--- src/rtl/jtag_arb_pkg.sv ---
// Shared types and constants for the two-master JTAG pin arbiter.
package jtag_arb_pkg;

  typedef enum logic [1:0] {IDLE, RESET_TAP, GRANT, PARK} arb_state_t;
  typedef logic owner_t;

  localparam logic PARK_TCK = 1'b0;
  localparam logic PARK_TMS = 1'b1;
  localparam logic PARK_TDI = 1'b1;

  // Counter width that never collapses to zero bits for tiny parameters.
  function automatic int cw(input int n);
    return (n > 1) ? $clog2(n) : 1;
  endfunction

  // A tie goes to the master that did not own the pins last.
  function automatic owner_t pick_owner(input logic [1:0] req, input owner_t last);
    if (&req) return ~last;
    return req[1];
  endfunction

  function automatic logic [1:0] onehot(input owner_t o);
    return o ? 2'b10 : 2'b01;
  endfunction

endpackage

--- src/rtl/jtag_port_arbiter_if.sv ---
// Master-side request/grant and pin signals of the JTAG port arbiter.
interface jtag_port_arbiter_if;
  logic [1:0] i_req;
  logic [1:0] o_gnt;
  logic [1:0] o_revoke;
  logic       i_tck0, i_tdi0, i_tms0;
  logic       i_tck1, i_tdi1, i_tms1;
  logic       o_tdo0, o_tdo1;
  logic       o_tck, o_tdi, o_tms;
  logic       i_tdo;
  logic       o_busy;

  modport slave (
    input  i_req, i_tck0, i_tdi0, i_tms0, i_tck1, i_tdi1, i_tms1, i_tdo,
    output o_gnt, o_revoke, o_tdo0, o_tdo1, o_tck, o_tdi, o_tms, o_busy
  );

  modport master (
    output i_req, i_tck0, i_tdi0, i_tms0, i_tck1, i_tdi1, i_tms1, i_tdo,
    input  o_gnt, o_revoke, o_tdo0, o_tdo1, o_tck, o_tdi, o_tms, o_busy
  );
endinterface

--- src/rtl/jtag_tlr_sequencer.sv ---
// Generates the Test-Logic-Reset burst: TLR_CYCLES TCK periods with TMS=1,
// starting low and ending with one extra low half-period.
module jtag_tlr_sequencer
  import jtag_arb_pkg::*;
#(
  parameter int TCK_HALF   = 25,
  parameter int TLR_CYCLES = 5
) (
  input  logic clk_i,
  input  logic rst_ni,
  input  logic start_i,
  output logic done_o,
  output logic tck_o,
  output logic tms_o,
  output logic tdi_o
);

  localparam int HW = cw(TCK_HALF);
  localparam int EW = cw(TLR_CYCLES + 1);
  localparam logic [HW-1:0] HALF_LAST = HW'(TCK_HALF - 1);
  localparam logic [EW-1:0] EDGES     = EW'(TLR_CYCLES);

  logic          active_q;
  logic [HW-1:0] hcnt_q;
  logic [EW-1:0] ecnt_q;
  logic          tck_q;
  logic          done_q;

  always_ff @(posedge clk_i or negedge rst_ni) begin
    if (!rst_ni) begin
      active_q <= 1'b0;
      hcnt_q   <= '0;
      ecnt_q   <= '0;
      tck_q    <= PARK_TCK;
      done_q   <= 1'b0;
    end else begin
      done_q <= 1'b0;
      if (start_i) begin
        active_q <= 1'b1;
        hcnt_q   <= '0;
        ecnt_q   <= '0;
        tck_q    <= 1'b0;
      end else if (active_q) begin
        if (hcnt_q == HALF_LAST) begin
          hcnt_q <= '0;
          if (tck_q) begin
            tck_q <= 1'b0;
          end else if (ecnt_q == EDGES) begin
            // Final low half finished after the last rising edge.
            active_q <= 1'b0;
            done_q   <= 1'b1;
          end else begin
            tck_q  <= 1'b1;
            ecnt_q <= ecnt_q + 1'b1;
          end
        end else begin
          hcnt_q <= hcnt_q + 1'b1;
        end
      end
    end
  end

  assign done_o = done_q;
  assign tck_o  = tck_q;
  assign tms_o  = PARK_TMS;
  assign tdi_o  = PARK_TDI;

endmodule

--- src/rtl/jtag_port_arbiter.sv ---
// Round-robin owner of the external JTAG pins for two masters, with a TAP
// reset burst before every grant and idle-owner revocation.
module jtag_port_arbiter
  import jtag_arb_pkg::*;
#(
  parameter int TCK_HALF     = 25,
  parameter int TLR_CYCLES   = 5,
  parameter int IDLE_TIMEOUT = 50000
) (
  input logic               i_clk,
  input logic               i_reset_n,
  jtag_port_arbiter_if.slave bus
);

  localparam int TW = cw(IDLE_TIMEOUT + 1);
  localparam logic [TW-1:0] TO_MAX = TW'(IDLE_TIMEOUT);

  arb_state_t    state_q;
  owner_t        tgt_q, last_q;
  logic [1:0]    gnt_q, rev_q;
  logic          busy_q;
  logic          tck_q, tms_q, tdi_q;
  logic [TW-1:0] to_q;
  logic          tckp_q;

  logic seq_start, seq_done, seq_tck, seq_tms, seq_tdi;
  logic own_req, oth_req, own_tck, own_tms, own_tdi, timeout_hit;

  assign seq_start = (state_q == IDLE) && (|bus.i_req);
  assign own_req   = bus.i_req[tgt_q];
  assign oth_req   = bus.i_req[~tgt_q];
  assign own_tck   = tgt_q ? bus.i_tck1 : bus.i_tck0;
  assign own_tms   = tgt_q ? bus.i_tms1 : bus.i_tms0;
  assign own_tdi   = tgt_q ? bus.i_tdi1 : bus.i_tdi0;
  assign timeout_hit = (IDLE_TIMEOUT != 0) && (to_q == TO_MAX) && oth_req;

  jtag_tlr_sequencer #(.TCK_HALF(TCK_HALF), .TLR_CYCLES(TLR_CYCLES)) u_tlr (
    .clk_i   (i_clk),
    .rst_ni  (i_reset_n),
    .start_i (seq_start),
    .done_o  (seq_done),
    .tck_o   (seq_tck),
    .tms_o   (seq_tms),
    .tdi_o   (seq_tdi)
  );

  always_ff @(posedge i_clk or negedge i_reset_n) begin
    if (!i_reset_n) begin
      state_q <= IDLE;
      tgt_q   <= 1'b0;
      last_q  <= 1'b1;
      gnt_q   <= '0;
      rev_q   <= '0;
      busy_q  <= 1'b0;
      tck_q   <= PARK_TCK;
      tms_q   <= PARK_TMS;
      tdi_q   <= PARK_TDI;
      to_q    <= '0;
      tckp_q  <= 1'b0;
    end else begin
      rev_q <= '0;
      unique case (state_q)
        IDLE: begin
          tck_q <= PARK_TCK;
          tms_q <= PARK_TMS;
          tdi_q <= PARK_TDI;
          if (|bus.i_req) begin
            tgt_q   <= pick_owner(bus.i_req, last_q);
            state_q <= RESET_TAP;
            busy_q  <= 1'b1;
          end
        end
        RESET_TAP: begin
          tck_q <= seq_tck;
          tms_q <= seq_tms;
          tdi_q <= seq_tdi;
          if (seq_done) begin
            if (own_req) begin
              state_q <= GRANT;
              gnt_q   <= onehot(tgt_q);
              last_q  <= tgt_q;
              to_q    <= '0;
              tckp_q  <= own_tck;
            end else begin
              state_q <= IDLE;
              busy_q  <= 1'b0;
            end
          end
        end
        GRANT: begin
          tck_q  <= own_tck;
          tms_q  <= own_tms;
          tdi_q  <= own_tdi;
          tckp_q <= own_tck;
          // Release wins over a coincident timeout: no revoke pulse then.
          if (!own_req || timeout_hit) begin
            state_q <= PARK;
            gnt_q   <= '0;
            tck_q   <= PARK_TCK;
            tms_q   <= PARK_TMS;
            tdi_q   <= PARK_TDI;
            if (own_req) rev_q[tgt_q] <= 1'b1;
          end else if (own_tck != tckp_q) begin
            to_q <= '0;
          end else if (to_q != TO_MAX) begin
            to_q <= to_q + 1'b1;
          end
        end
        PARK: begin
          tck_q   <= PARK_TCK;
          tms_q   <= PARK_TMS;
          tdi_q   <= PARK_TDI;
          state_q <= IDLE;
          busy_q  <= 1'b0;
        end
        default: begin
          state_q <= IDLE;
          busy_q  <= 1'b0;
          gnt_q   <= '0;
        end
      endcase
    end
  end

  assign bus.o_gnt    = gnt_q;
  assign bus.o_revoke = rev_q;
  assign bus.o_busy   = busy_q;
  assign bus.o_tck    = tck_q;
  assign bus.o_tms    = tms_q;
  assign bus.o_tdi    = tdi_q;
  assign bus.o_tdo0   = gnt_q[0] ? bus.i_tdo : 1'b1;
  assign bus.o_tdo1   = gnt_q[1] ? bus.i_tdo : 1'b1;

endmodule

--- src/flat_wrapper.sv ---
// flat-port wrapper written by rule: the top's interface ports become plain ports
module jtag_port_arbiter_flat import jtag_arb_pkg::*;
#(
  parameter int TCK_HALF     = 25,
  parameter int TLR_CYCLES   = 5,
  parameter int IDLE_TIMEOUT = 50000
)
  (i_clk, i_reset_n, bus_i_req, bus_i_tck0, bus_i_tdi0, bus_i_tms0, bus_i_tck1, bus_i_tdi1, bus_i_tms1, bus_i_tdo, bus_o_gnt, bus_o_revoke, bus_o_tdo0, bus_o_tdo1, bus_o_tck, bus_o_tdi, bus_o_tms, bus_o_busy);
  jtag_port_arbiter_if bus_i ();
  input logic i_clk;
  input logic i_reset_n;
  input wire logic [$bits(bus_i.i_req)-1:0] bus_i_req;
  input wire logic [$bits(bus_i.i_tck0)-1:0] bus_i_tck0;
  input wire logic [$bits(bus_i.i_tdi0)-1:0] bus_i_tdi0;
  input wire logic [$bits(bus_i.i_tms0)-1:0] bus_i_tms0;
  input wire logic [$bits(bus_i.i_tck1)-1:0] bus_i_tck1;
  input wire logic [$bits(bus_i.i_tdi1)-1:0] bus_i_tdi1;
  input wire logic [$bits(bus_i.i_tms1)-1:0] bus_i_tms1;
  input wire logic [$bits(bus_i.i_tdo)-1:0] bus_i_tdo;
  output wire logic [$bits(bus_i.o_gnt)-1:0] bus_o_gnt;
  output wire logic [$bits(bus_i.o_revoke)-1:0] bus_o_revoke;
  output wire logic [$bits(bus_i.o_tdo0)-1:0] bus_o_tdo0;
  output wire logic [$bits(bus_i.o_tdo1)-1:0] bus_o_tdo1;
  output wire logic [$bits(bus_i.o_tck)-1:0] bus_o_tck;
  output wire logic [$bits(bus_i.o_tdi)-1:0] bus_o_tdi;
  output wire logic [$bits(bus_i.o_tms)-1:0] bus_o_tms;
  output wire logic [$bits(bus_i.o_busy)-1:0] bus_o_busy;
  assign bus_i.i_req = bus_i_req;
  assign bus_i.i_tck0 = bus_i_tck0;
  assign bus_i.i_tdi0 = bus_i_tdi0;
  assign bus_i.i_tms0 = bus_i_tms0;
  assign bus_i.i_tck1 = bus_i_tck1;
  assign bus_i.i_tdi1 = bus_i_tdi1;
  assign bus_i.i_tms1 = bus_i_tms1;
  assign bus_i.i_tdo = bus_i_tdo;
  assign bus_o_gnt = bus_i.o_gnt;
  assign bus_o_revoke = bus_i.o_revoke;
  assign bus_o_tdo0 = bus_i.o_tdo0;
  assign bus_o_tdo1 = bus_i.o_tdo1;
  assign bus_o_tck = bus_i.o_tck;
  assign bus_o_tdi = bus_i.o_tdi;
  assign bus_o_tms = bus_i.o_tms;
  assign bus_o_busy = bus_i.o_busy;
  jtag_port_arbiter #(.TCK_HALF(TCK_HALF), .TLR_CYCLES(TLR_CYCLES), .IDLE_TIMEOUT(IDLE_TIMEOUT)) u_core (.i_clk(i_clk), .i_reset_n(i_reset_n), .bus(bus_i));
endmodule
--- config.mk ---
export PLATFORM = sky130hd
export DESIGN_NAME = jtag_port_arbiter_flat
export DESIGN_NICKNAME = d
export VERILOG_FILES = /design/src/rtl/jtag_arb_pkg.sv /design/src/rtl/jtag_port_arbiter_if.sv /design/src/rtl/jtag_tlr_sequencer.sv /design/src/rtl/jtag_port_arbiter.sv /design/src/flat_wrapper.sv
export SDC_FILE = /design/constraint.sdc
export NUM_CORES = 1
export LEC_CHECK = 0
export BUFFER_PORTS_ARGS = -buffer_cell sky130_fd_sc_hd__buf_2
export CAP_MARGIN = 10
export CORE_ASPECT_RATIO = 0.9
export CORE_MARGIN = 3
export CORE_UTILIZATION = 25
export CTS_BUF_LIST = sky130_fd_sc_hd__clkbuf_16
export DETAILED_ROUTE_END_ITERATION = 16
export GPL_TIMING_DRIVEN = 1
export PLACE_DENSITY_LB_ADDON = 0.05
export SYNTH_ARGS = -nofsm -noshare
export SYNTH_HDL_FRONTEND = slang
export SYNTH_SLANG_ARGS = --single-unit
--- constraint.sdc ---
create_clock -name i_clk -period 2 [get_ports i_clk]
set_clock_uncertainty 0.05 [all_clocks]
set_input_delay 0.6 -clock i_clk [delete_from_list [all_inputs] [get_ports i_clk]]
set_output_delay 0.6 -clock i_clk [all_outputs]
set_load 0.02 [all_outputs]
* After elaboration in Yosys (flattened, before gate mapping)
Index checks and enable logic that the tools add are counted.
Operators by class: bitwise gates (word level) 2, eq/ne operators 17, mux-type cells 70, reductions and logical operators 23, magnitude comparators 3, $add $sub $neg 3
Operators by type and width (count):
- two-way mux 16 bit | 5
- two-way mux 1 bit | 37
- case mux 16 bit (2 select lines) | 1
- two-way mux 2 bit | 11
- adder 16 x 1 -> 16 bit (second input constant) | 1
- equality test 16 bit (second input constant) | 1
- inequality test 16 bit (second input constant) | 1
- two-way mux 3 bit | 5
- two-way mux 5 bit | 3
- AND reduction 4 bit | 3
- AND reduction 3 bit | 3
- inequality test 2 x 1 -> 1 bit (second input constant) | 4
- inequality test 2 bit (second input constant) | 4
- case mux 2 bit (4 select lines) | 1
- case mux 1 bit (2 select lines) | 3
- case mux 1 bit (3 select lines) | 2
- AND reduction 2 bit | 3
- nonzero test 2 bit | 3
- adder 5 x 1 -> 5 bit (second input constant) | 1
- equality test 5 bit (second input constant) | 1
- AND reduction 5 bit | 1
- equality test 2 bit (second input constant) | 2
- less-than comparator 1 x 2 -> 1 bit (second input constant) | 2
- case mux 2 bit (2 select lines) | 1
- other kinds (15) | 19
Word-level totals: word-level logic and storage cells 134, input bits 11, register bits 40, output and inout bits 10

* Depth between registers and ports, before layout
Gate-level depths: netlist (run 1).
depth after elaboration 7, gate-level depth with buffers 8

* Hierarchy
Synthesis (run 1) repeated with hierarchy kept, for this count alone.
Second synthesis, totals: cells, all modules 255, area, all modules 2472.4 um^2
Modules (own cells, without submodules):
- jtag_port_arbiter | area an instance 1838.0 um^2, times used 1, cells an instance 190
- jtag_tlr_sequencer | area an instance 634.4 um^2, times used 1, cells an instance 65

* Worst setup path after synthesis (run 1)
OpenSTA, ideal clock, no wires.
path type input to register, start input port bus_i_tck0, end register u_core.to_q[3], path buffers 0, stages on the path 5, slack -0.043 ns, library setup time 0.124 ns, arrival time 1.869 ns, path through mux2i_4 mux2i_4 a2111oi_4 or2_1 a211o_1
On the way: word-level cells in the longest chain between the ends 5, elaborated cells on any way between the ends 7
Ends and longest elaborated chain:
- from (decl) | RTL line flat_wrapper.sv:13 | input wire logic [$bits(bus_i.i_tck0)-1:0] bus_i_tck0;
- two-way mux 1 bit (*) | RTL line jtag_port_arbiter.sv:32 | assign own_tck = tgt_q ? bus.i_tck1 : bus.i_tck0;
- inequality test 1 bit (*) | RTL line jtag_port_arbiter.sv:103 | end else if (own_tck != tckp_q) begin
- two-way mux 16 bit | RTL line jtag_port_arbiter.sv:103
- two-way mux 16 bit | RTL line jtag_port_arbiter.sv:96 | if (!own_req || timeout_hit) begin
- case mux 16 bit (2 select lines) | RTL line jtag_port_arbiter.sv:62 | unique case (state_q)
- to (signal assigned) | RTL line jtag_port_arbiter.sv:106 | to_q <= to_q + 1'b1;
- to (decl) | RTL line jtag_port_arbiter.sv:23 | logic [TW-1:0] to_q;
Every way passes the cells marked *; elsewhere a longest branch is shown, timed or not. The select of a mux whose other input is x is not followed. A chain may end at the register's enable or synchronous reset.

* Worst setup path in the final report (run 1)
start register u_core.to_q[11], end register u_core.to_q[7]
On the way: word-level cells in the longest chain between the ends 5, elaborated cells on any way between the ends 7
Ends and longest elaborated chain:
- equality test 16 bit | RTL line jtag_port_arbiter.sv:35 | assign timeout_hit = (IDLE_TIMEOUT != 0) && (to_q == TO_MAX) && oth_req;
- logical AND 1 bit | RTL line jtag_port_arbiter.sv:35
- logical OR 1 bit | RTL line jtag_port_arbiter.sv:96
- inequality test 2 bit (no source line)
- AND reduction 5 bit (no source line) (*)
Every way passes the cells marked *; elsewhere a longest branch is shown, timed or not.

==> key figures, run 1 <==
Outcome
  • Status: finished with violations
  • Violated checks: negative setup slack

Clock tree
  • Root Buffer: clkbuf_16
  • CTS tree: built
  • Clock-pin slew on the worst setup and hold paths: roughly 60 ps
  • Clock Sinks: 40
  • Max Buffers Root-to-Sink: 2
  • H-tree depth: 2
  • Clock latency on the worst-skew pair: approximately 280 ps
  • CTS Buf Count: 5

Synth
  • Synthesis warning total: 0
  • Syn_area_per_cell: about 10 sq um
  • Cell taking the most area after synthesis: dfrtp_1
  • Main synth FF type: dfrtp_1
  • Largest cells by area after synthesis: dfrtp_1 41%, nand2_1 4.8%, dfstp_2 3.5%
  • Post-Syn Area: around 2300 sq um
  • Cell variety after synth: 63
  • Post-Syn Instances: 228
  • Top cell type's share of synthesized area: between 40% and 50%
  • Sequential fraction of the synthesis area: between 40% and 50%
  • #FFs+latches synth: 40
  • Mapped Nets: between 200 and 250
  • Post-synth EDFFs: 0
  • Fraction of registers with async set/reset: 100%

Pwr
  • VDD IR-drop max: around 360 uV
  • LEAKAGE: between 0.001 and 0.0015 uW
  • Cell Pwr Density: roughly 750 nW/um^2

Global route
  • Largest net degree at the start of global routing: slightly above 40
  • Total gr overflow: 0
  • Initial antenna violation count: 0
  • First-pass GRT wire length: around 9.9 mm
  • Number of global-route vias before repair: between 1500 and 2000
  • GR Util All Layers: around 12%

Placement
  • GPL Wtd Cong: between 0.7 and 0.8
  • PortBufs: 20
  • Placed wire-length estimate: ~4.2 mm
  • Dpl cell area: roughly 2700 sq um

Worst setup path
  • Critical Path Fanout Max: 10
  • CP cell instances: buf_4 > or4b_4 > a2111oi_4 > buf_4 > nor2_4 > a31oi_1
  • RR Startpoint: u_core.to_q[11]$_DFFE_PN0P_
  • Crit end category: register
  • CP Data Arrival Time: around 2200 ps
  • Most used cell, CP: buf_4
  • Slowest stage delay, CP: about 500 ps
  • R2R cell count: 6
  • Slowest stage cell, crit path: or4b_4
  • CP required: about 2200 ps
  • Critical path class: register to register
  • CP Launch Point: u_core.to_q[11]$_DFFE_PN0P_
  • CP Launch Type: register

Detailed routing
  • First DRT Iteration DRCs: 72
  • DRC: 0
  • DR pass1 iterations: 4
  • Routed wire length: 5.99 mm
  • Vias: just under 2000
  • Via/cell ratio: approximately 4.7
  • Antenna Nets Post-Route: 0
  • Post-DR wirelength/cell: between 10 and 15 microns

Worst hold path
  • Hold Crit Class: primary input to asynchronous set/reset pin

Timing
  • Final Max Tran Viols: 0
  • Final Hold Fails: 0
  • Final TNS setup: -23.2 ps
  • Worst-Margin Slew: 811 ps
  • Final min period: around 2000 ps
  • Final worst slack: -10.1 ps
  • Slew HR: a little under half
  • Period Utilization, post-route: 101%
  • Unrepaired setup endpoints after global routing: yes
  • Highest clock rate: a little under 500 MHz
  • Final hold slack: about 240 ps
  • Setup Viol. Count Final: 5

Final layout
  • Syn-to-layout area delta: 34.0%
  • Fin util: 34.9%
  • Fillers: about 900
  • Post-Layout Inst Area: 3040 sq um
  • Leading cell type in the layout, fill and taps excluded: buf_4
  • Ratio of cells with drive above 1 in the final layout: 34.0%
  • Total inserted antenna cells: 0
  • Highest-count cells in the layout ignoring fill and taps: 41 x buf_4, 36 x dfrtp_1, 29 x nand2_1, 20 x buf_2, 17 x nor2_1
  • Final Net Count: about 300

Floorplan
  • I/O pin cnt: 21
  • Core area: just under 9000 sq um
  • Die X-Extent: between 100 and 150 microns
  • FP Rows: 32
  • Die Area: 10200 sq um
  • Initial core utilization: approximately a quarter
  • DIE HEIGHT: a little under 100 microns

Flow run
  • Maxcap violations: 0
[final cells by class]
cell class / count / area [sq um] / share of cell area [%]
Multi-Input combinational cell: 170 / 1270 / 41.7
Sequential cell: 40 / 1010 / 33.1
Timing Repair Buffer: 63 / 439 / 14.5
Tap cell: 119 / 149 / 4.91
Clock buffer: 5 / 125 / 4.12
Inverter: 10 / 37.5 / 1.24
Clock inverter: 3 / 12.5 / 0.412
[routing by layer]
| layer | vias up | GRT usage (%) | wire, microns |
|---|---|---|---|
| met5 | - | 0 | 0 |
| met4 | 0 | 2.91 | 31 |
| met3 | 2 | 2.75 | 242 |
| met2 | 34 | 18.2 | 2590 |
| met1 | 929 | 17.8 | 3130 |
| li1 | 979 | - | - |
[power by group]
group          total, uW  switching (uW)  internal, uW  leakage, uW
clock network        766             315           451    0.0000762
registers           1050             128           922     0.000500
logic                459             228           231     0.000767
[worst max-delay path, delay by kind of cell, from the launching register on]
kind            cells  cell delay [ps]
simple gates        2              560
compound gates      2              610
flops               1              380
buf+inv             2              330
[registers in the layout (all words and copies together), names as in the netlist, named ones only]
register	cells
u_core.to_q	16
u_core.u_tlr.hcnt_q	5
u_core.u_tlr.ecnt_q	3
u_core.bus.o_tck	1
u_core.last_q	1
u_core.bus.o_gnt	2
u_core.bus.o_tdi	1
u_core.tgt_q	1
u_core.u_tlr.active_q	1
u_core.bus.o_busy	1
u_core.tckp_q	1
u_core.u_tlr.done_o	1
u_core.u_tlr.tck_o	1
u_core.bus.o_tms	1
u_core.state_q	1
u_core.bus.o_revoke	2
[worst paths after layout]
kind / end / slack (ps)
max in group asynchronous: u_core.last_q$_DFFE_PN1P_ / 1400
min: u_core.to_q[7]$_DFFE_PN0P_ / 240
min in group i_clk: u_core.last_q$_DFFE_PN1P_ / 430
min reg2reg: u_core.last_q$_DFFE_PN1P_ / 430
max reg2reg: u_core.to_q[7]$_DFFE_PN0P_ / -10
max: u_core.to_q[7]$_DFFE_PN0P_ / -10
[cell families (layout without fill, tap and decap cells)]
logic type      after synthesis  in the layout  share of synthesized area, %
mux                          11             11                          6.19
flops                        40             40                          44.4
compound gates               53             53                          17.8
fa+ha+maj                     6              6                          3.31
buf+inv                      19             81                          3.54
simple gates                 97             98                          24.0
xor+xnor                      2              2                         0.774
[metrics by stage]
step | total power (uW) | std cells | setup slack, ps
floorplan | 1360 | 228 | -23.8
global placement | 1510 | 392 | -308
detailed placement | 1510 | 392 | -326
CTS | 2310 | 403 | -16.3
global route | 2430 | 410 | -116
finish | 2270 | 410 | -10.1
[timing repair]
action	4_1_cts	5_1_grt
resized for setup	11	9
setup endpoints to repair	16	20
buffers inserted	3	6
hold buffers	0	0
gates cloned	0	1
pin swaps	7	17
[synth_stat cells, types with 4 or more instances]
master and number:
a21oi_1 6, inv_1 10, mux2_2 4, buf_2 4
nor3_1 4, o21ai_0 7, mux2i_1 5, dfrtp_1 37
nand3_1 13, nand2_1 29, nor2_1 17, a31oi_1 10
and3_1 4, nor4_1 4, ha_1 6, a41oi_1 6
(Power assumes the default switching activity.)
==> run 2, diff against run 1 <==
MAX_ROUTING_LAYER = met4   (was default)
SKIP_LAST_GASP = 1   (was default)
==> run 2 against run 1 <==
  * The flow still finishes with violations (negative setup slack)
  * Critical endpoint is now u_core.to_q[0]$_DFFE_PN0P_
  * Global-route usage is 0.35 points higher
  * Combinational power hardly changed
  * Worst setup slack better by 5.3 ps
  * Sequential share of layout area is 0.055 points higher
  * Wire length is 0.28% higher
  * Sequential power hardly changed
==> key figures, run 2 (same netlist as run 1, synthesis figures left out) <==
Outcome
  • Status: finished with violations
  • Violated checks: negative setup slack

Global route
  • Number of global-route vias before repair: 1916
  • Total gr overflow: 0
  • Initial antenna violation count: 0
  • First-pass GRT wire length: ~9.9 mm
  • GR Util All Layers: 12.6%
  • Largest net degree at the start of global routing: 41

Floorplan
  • I/O pin cnt: 21
  • Initial core utilization: between 20% and 30%
  • Die X-Extent: about 110 microns
  • Die Area: approximately 10000 sq um
  • Core area: roughly 8700 sq um
  • DIE HEIGHT: around 96 microns
  • FP Rows: 32

Final layout
  • FF/Latch Area: between 1000 and 1500 sq um
  • Largest register FFs: 16
  • Final Net Count: just over 300
  • Total inserted antenna cells: 0
  • Largest regs: u_core.to_q x16, u_core.u_tlr.hcnt_q x5, u_core.u_tlr.ecnt_q x3
  • Ratio of cells with drive above 1 in the final layout: between 30% and 40%
  • Highest-count cells in the layout ignoring fill and taps: 41 x buf_4, 36 x dfrtp_1, 29 x nand2_1, 20 x buf_2, 17 x nor2_1
  • Syn-to-layout area delta: 33.8%
  • Biggest register: u_core.to_q
  • Leading cell type in the layout, fill and taps excluded: buf_4
  • Area of the multi-input gates: 1260 sq um
  • Fillers: between 900 and 1000

Placement
  • Placed wire-length estimate: approximately 4.2 mm
  • GPL Wtd Cong: roughly 0.74
  • Pre-CTS setup slack: -326 ps
  • PortBufs: 20

Timing
  • Unrepaired setup endpoints after global routing: yes
  • Worst-Margin Slew: roughly 820 ps
  • Highest clock rate: ~500 MHz
  • Final worst slack: -4.80 ps
  • Final TNS setup: -9.13 ps
  • Setup Viol. Count Final: 4
  • Slew HR: between 40 and 50%
  • Final Max Tran Viols: 0
  • Final Hold Fails: 0
  • Period Utilization, post-route: 100%
  • Final min period: 2000 ps

Detailed routing
  • Post-DR wirelength/cell: 14.6 microns
  • Via/cell ratio: between 4 and 5
  • Vias: ~1900
  • DRC: 0
  • Antenna Nets Post-Route: 0
  • DR pass1 iterations: 4
  • Routed wire length: between 6 and 7 mm
  • First DRT Iteration DRCs: 74

Worst setup path
  • CP Launch Type: register
  • CP Launch Point: u_core.to_q[11]$_DFFE_PN0P_
  • CP Data Arrival Time: around 2200 ps
  • CP cell instances: buf_4 > or4b_4 > a2111oi_4 > or2_1 > mux2_2
  • Critical Path Fanout Max: 4
  • CP required: approximately 2200 ps
  • RR Startpoint: u_core.to_q[11]$_DFFE_PN0P_
  • Crit end category: register
  • Slowest stage cell, crit path: or4b_4
  • Critical path class: register to register
  • Slowest stage delay, CP: roughly 500 ps

Clock tree
  • CTS tree: built
  • CTS Buf Count: 5
  • Clock latency on the worst-skew pair: 280 ps
  • Root Buffer: clkbuf_16
  • Max Buffers Root-to-Sink: 2
  • Clock-pin slew on the worst setup and hold paths: around 60 ps
  • Clock Sinks: 40
  • H-tree depth: 2

Pwr
  • Flop pwr share: a little under half
  • LEAKAGE: roughly 0.0013 uW
  • Combinational share of power: ~20%
  • Psw: roughly 670 uW
  • Switching Share: 29.6%
  • Int Pwr: roughly 1600 uW
  • Cell Pwr Density: ~750 nW/um^2
  • Clk pwr share: around 34%
  • VDD IR-drop max: ~360 uV

Worst hold path
  • Hold Crit Class: primary input to asynchronous set/reset pin

Flow run
  • Maxcap violations: 0
[run 2: cell counts in the layout (fill, tap and decap cells not counted)]
No cell type changed its count.
[run 2: area by class of cell]
class                      instances  share of cell area (%)
inverter                          10                    1.24
clock buffer                       5                    4.13
sequential                        40                    33.2
tap                              119                    4.91
timing repair buffer              63                    14.5
multi-input combinational        170                    41.6
clock inverter                     3                   0.413
[run 2: repair_timing]
action | 4_1_cts | 5_1_grt
cloned | 0 | 1
buffers inserted | 3 | 6
hold buffers | 0 | 0
pin swaps | 7 | 16
endpoints found under the setup margin | 16 | 20
gates resized for setup | 11 | 8
[run 2: worst max-delay path: cells and delay by family (launching register included)]
kind                   cells  cell delay (ps)
DFF                        1              380
buffers and inverters      1              140
and+or+nand+nor            2              770
AOI/OAI and AO/OA          1              410
muxes                      1              190
[run 2: power by group through the flow]
stage               clock, uW  sequential (uW)  combinational, uW
CTS                       800             1050                458
global route              838             1070                525
floorplan                   0             1040                311
finish                    770             1050                458
global placement            0             1060                447
detailed placement          0             1060                451
[run 2: layer usage]
layer / GRT usage [%] / share of wire [%] / vias up
met4: 2.91 / 0.57 / 0
met1: 17.8 / 53 / 932
li1: - / - / 983
met3: 2.75 / 3.4 / 4
met5: - / 0 / -
met2: 18.2 / 43 / 29
[run 2: final timing paths]
kind                                                   end  slack (ps)  cells past startpoint
worst max register to register  u_core.to_q[0]$_DFFE_PN0P_          -5                      5
worst min-delay path            u_core.to_q[7]$_DFFE_PN0P_         240                      2
worst min register to register   u_core.last_q$_DFFE_PN1P_         430                      2
max in group asynchronous        u_core.last_q$_DFFE_PN1P_        1400                      2
min in group i_clk               u_core.last_q$_DFFE_PN1P_         430                      2
worst max-delay path            u_core.to_q[0]$_DFFE_PN0P_          -5                      5
[run 2: per-stage QoR]
| step | area (sq um) | power, uW | utilization [%] | std cells | hold slack (ps) |
|---|---|---|---|---|---|
| floorplan | 2260 | 1360 | - | 228 | 254 |
| CTS | 2950 | 2310 | 34.0 | 403 | 244 |
| global route | 3030 | 2430 | 34.9 | 410 | 250 |
| global placement | 2740 | 1510 | 31.5 | 392 | 409 |
| detailed placement | 2740 | 1510 | 31.5 | 392 | 423 |
| finish | 3030 | 2280 | 34.9 | 410 | 238 |
==> run 3, diff against run 2 <==
CORE_UTILIZATION = 30   (was 25)
SKIP_LAST_GASP = default   (was 1)
==> run 3 against run 2 <==
  * The flow still finishes with violations (negative setup slack)
  * Worst hold slack lost 39 ps
  * Design area up 2.2%
  * Non-clock buffer count is 4 higher
  * Critical path depth up 1
  * Combinational power about the same
  * Via count increased by 1.4%
  * Total power increased by 6.3%
  * Count of clock-buffer cells in the layout is the same
  * Sequential share of layout area decreased by 0.76 points
  * Critical endpoint is now u_core.to_q[9]$_DFFE_PN0P_
==> key figures, run 3 (same netlist as run 1, synthesis figures left out) <==
Global route
  • Total gr overflow: 0
  • First-pass GRT wire length: roughly 9.9 mm
  • Largest net degree at the start of global routing: 25
  • GR Util All Layers: about 15%
  • Initial antenna violation count: 0
  • Number of global-route vias before repair: between 1500 and 2000

Pwr
  • Int Pwr: ~1700 uW
  • Combinational share of power: about a fifth
  • VDD IR-drop max: around 370 uV
  • Cell Pwr Density: 781 nW/um^2
  • Switching Share: 28.1%
  • Psw: around 680 uW
  • Clk pwr share: roughly 38%
  • Flop pwr share: a little over two fifths
  • LEAKAGE: ~0.0014 uW

Timing
  • Setup Viol. Count Final: 3
  • Slew HR: around two fifths
  • Unrepaired setup endpoints after global routing: yes
  • Period Utilization, post-route: 102%
  • Final Hold Fails: 0
  • Worst-Margin Slew: between 900 and 1000 ps
  • Final worst slack: -42.8 ps
  • Final min period: approximately 2000 ps
  • Final Max Tran Viols: 0
  • Final hold slack: roughly 200 ps
  • Highest clock rate: between 400 and 500 MHz

Final layout
  • Total inserted antenna cells: 0
  • Final Net Count: between 300 and 400
  • Largest regs: u_core.to_q x16, u_core.u_tlr.hcnt_q x5, u_core.u_tlr.ecnt_q x3
  • Leading cell type in the layout, fill and taps excluded: buf_4
  • Syn-to-layout area delta: 36.8%
  • Ratio of cells with drive above 1 in the final layout: a little under two fifths
  • Largest register FFs: 16
  • Cell Count, Final, Fillers Out: between 300 and 400
  • Fin util: between 40% and 50%
  • Biggest register: u_core.to_q
  • Highest-count cells in the layout ignoring fill and taps: 43 x buf_4, 37 x dfrtp_1, 29 x nand2_1, 20 x buf_2, 17 x nor2_1

Placement
  • GPL Wtd Cong: approximately 0.77
  • PortBufs: 20
  • Dpl cells: approximately 370
  • Placed wire-length estimate: 4.20 mm

Flow run
  • Maxcap violations: 0

Floorplan
  • Initial core utilization: about a third
  • Core area: approximately 7000 sq um
  • I/O pin cnt: 21
  • Die X-Extent: slightly below 100 microns
  • FP Rows: 29
  • Die Area: roughly 8600 sq um
  • DIE HEIGHT: 88.4 microns

Detailed routing
  • Routed wire length: a little under 6 mm
  • DRC: 0
  • DR pass1 iterations: 4
  • First DRT Iteration DRCs: 88
  • Via/cell ratio: slightly above 5
  • Post-DR wirelength/cell: between 15 and 20 microns
  • Antenna Nets Post-Route: 0
  • Vias: 1976

Outcome
  • Status: finished with violations
  • Violated checks: negative setup slack

Worst setup path
  • CP Launch Type: register
  • R2R cell count: 6
  • CP required: roughly 2100 ps
  • Crit end category: register
  • Critical path class: register to register
  • Critical Path Fanout Max: 7
  • CP Data Arrival Time: roughly 2200 ps

Clock tree
  • Clock latency on the worst-skew pair: ~280 ps
  • H-tree depth: 2
  • CTS Buf Count: 5
  • Clock Sinks: 40
  • Root Buffer: clkbuf_16
  • CTS tree: built
  • Max Buffers Root-to-Sink: 2
  • Clock-pin slew on the worst setup and hold paths: roughly 60 ps

Worst hold path
  • Hold Crit Class: primary input to asynchronous set/reset pin
[run 3: cell count changes in the layout (fill, tap and decap cells not counted), sizes merged]
cell,delta
buf,+4
bufinv,+1
inv,-1
[run 3: critical path: stages, from the launching register on]
cell	delay, ps
dfrtp_1	400
or4b_4	550
nor4_4	320
buf_4	200
nor3_4	70
a41o_1	210
a21boi_1	120
[run 3: power by group through the flow]
stage               Sequential (uW)  Combinational (uW)  Clock, uW
global placement               1060                 444          0
finish                         1050                 459        908
CTS                            1050                 449        934
detailed placement             1060                 446          0
floorplan                      1040                 311          0
global route                   1070                 529        973
[run 3: path summary, 6_finish.rpt]
kind	from	to	slack (ps)
worst max-delay path	u_core.to_q[5]$_DFFE_PN0P_	u_core.to_q[9]$_DFFE_PN0P_	-40
worst min-delay path	i_reset_n	u_core.to_q[6]$_DFFE_PN0P_	200
worst max register to register	u_core.to_q[5]$_DFFE_PN0P_	u_core.to_q[9]$_DFFE_PN0P_	-40
worst min register to register	u_core.last_q$_DFFE_PN1P_	u_core.last_q$_DFFE_PN1P_	420
max in group asynchronous	i_reset_n	u_core.tckp_q$_DFFE_PN0P_	1220
min in group i_clk	u_core.last_q$_DFFE_PN1P_	u_core.last_q$_DFFE_PN1P_	420
[run 3: routing by layer]
layer / up-vias / track usage (%) / wire length [microns]
met2: 33 / 20.7 / 2530
li1: 990 / - / -
met5: - / - / 0
met1: 951 / 21.8 / 3190
met4: 0 / 2.64 / 23
met3: 2 / 2.92 / 186
[run 3: cell type report]
cell class | count | area [sq um]
fillers | 706 | 4090
multi-input cells | 170 | 1300
flip-flops and latches | 40 | 1000
repair buffers | 67 | 477
clock buffers | 5 | 125
well taps | 93 | 116
clock inverters | 3 | 38.8
inverters | 10 | 37.5
[run 3: repair_timing]
action	in CTS	in global routing
gates resized for setup	4	22
endpoints found under the setup margin	16	19
hold buffers	0	0
pin swaps	0	18
gates cloned	0	1
buffers inserted	3	8
[run 3: through the flow]
| step | power, uW | setup TNS, ps | area (sq um) | setup slack [ps] |
|---|---|---|---|---|
| after floorplan | 1360 | -40.0 | 2260 | -23.8 |
| after global placement | 1510 | -3500 | 2720 | -306 |
| after detailed placement | 1510 | -3510 | 2720 | -314 |
| after CTS | 2430 | -34.1 | 2930 | -34.1 |
| after global routing | 2570 | -460 | 3100 | -90.8 |
| final | 2420 | -88.9 | 3100 | -42.8 |
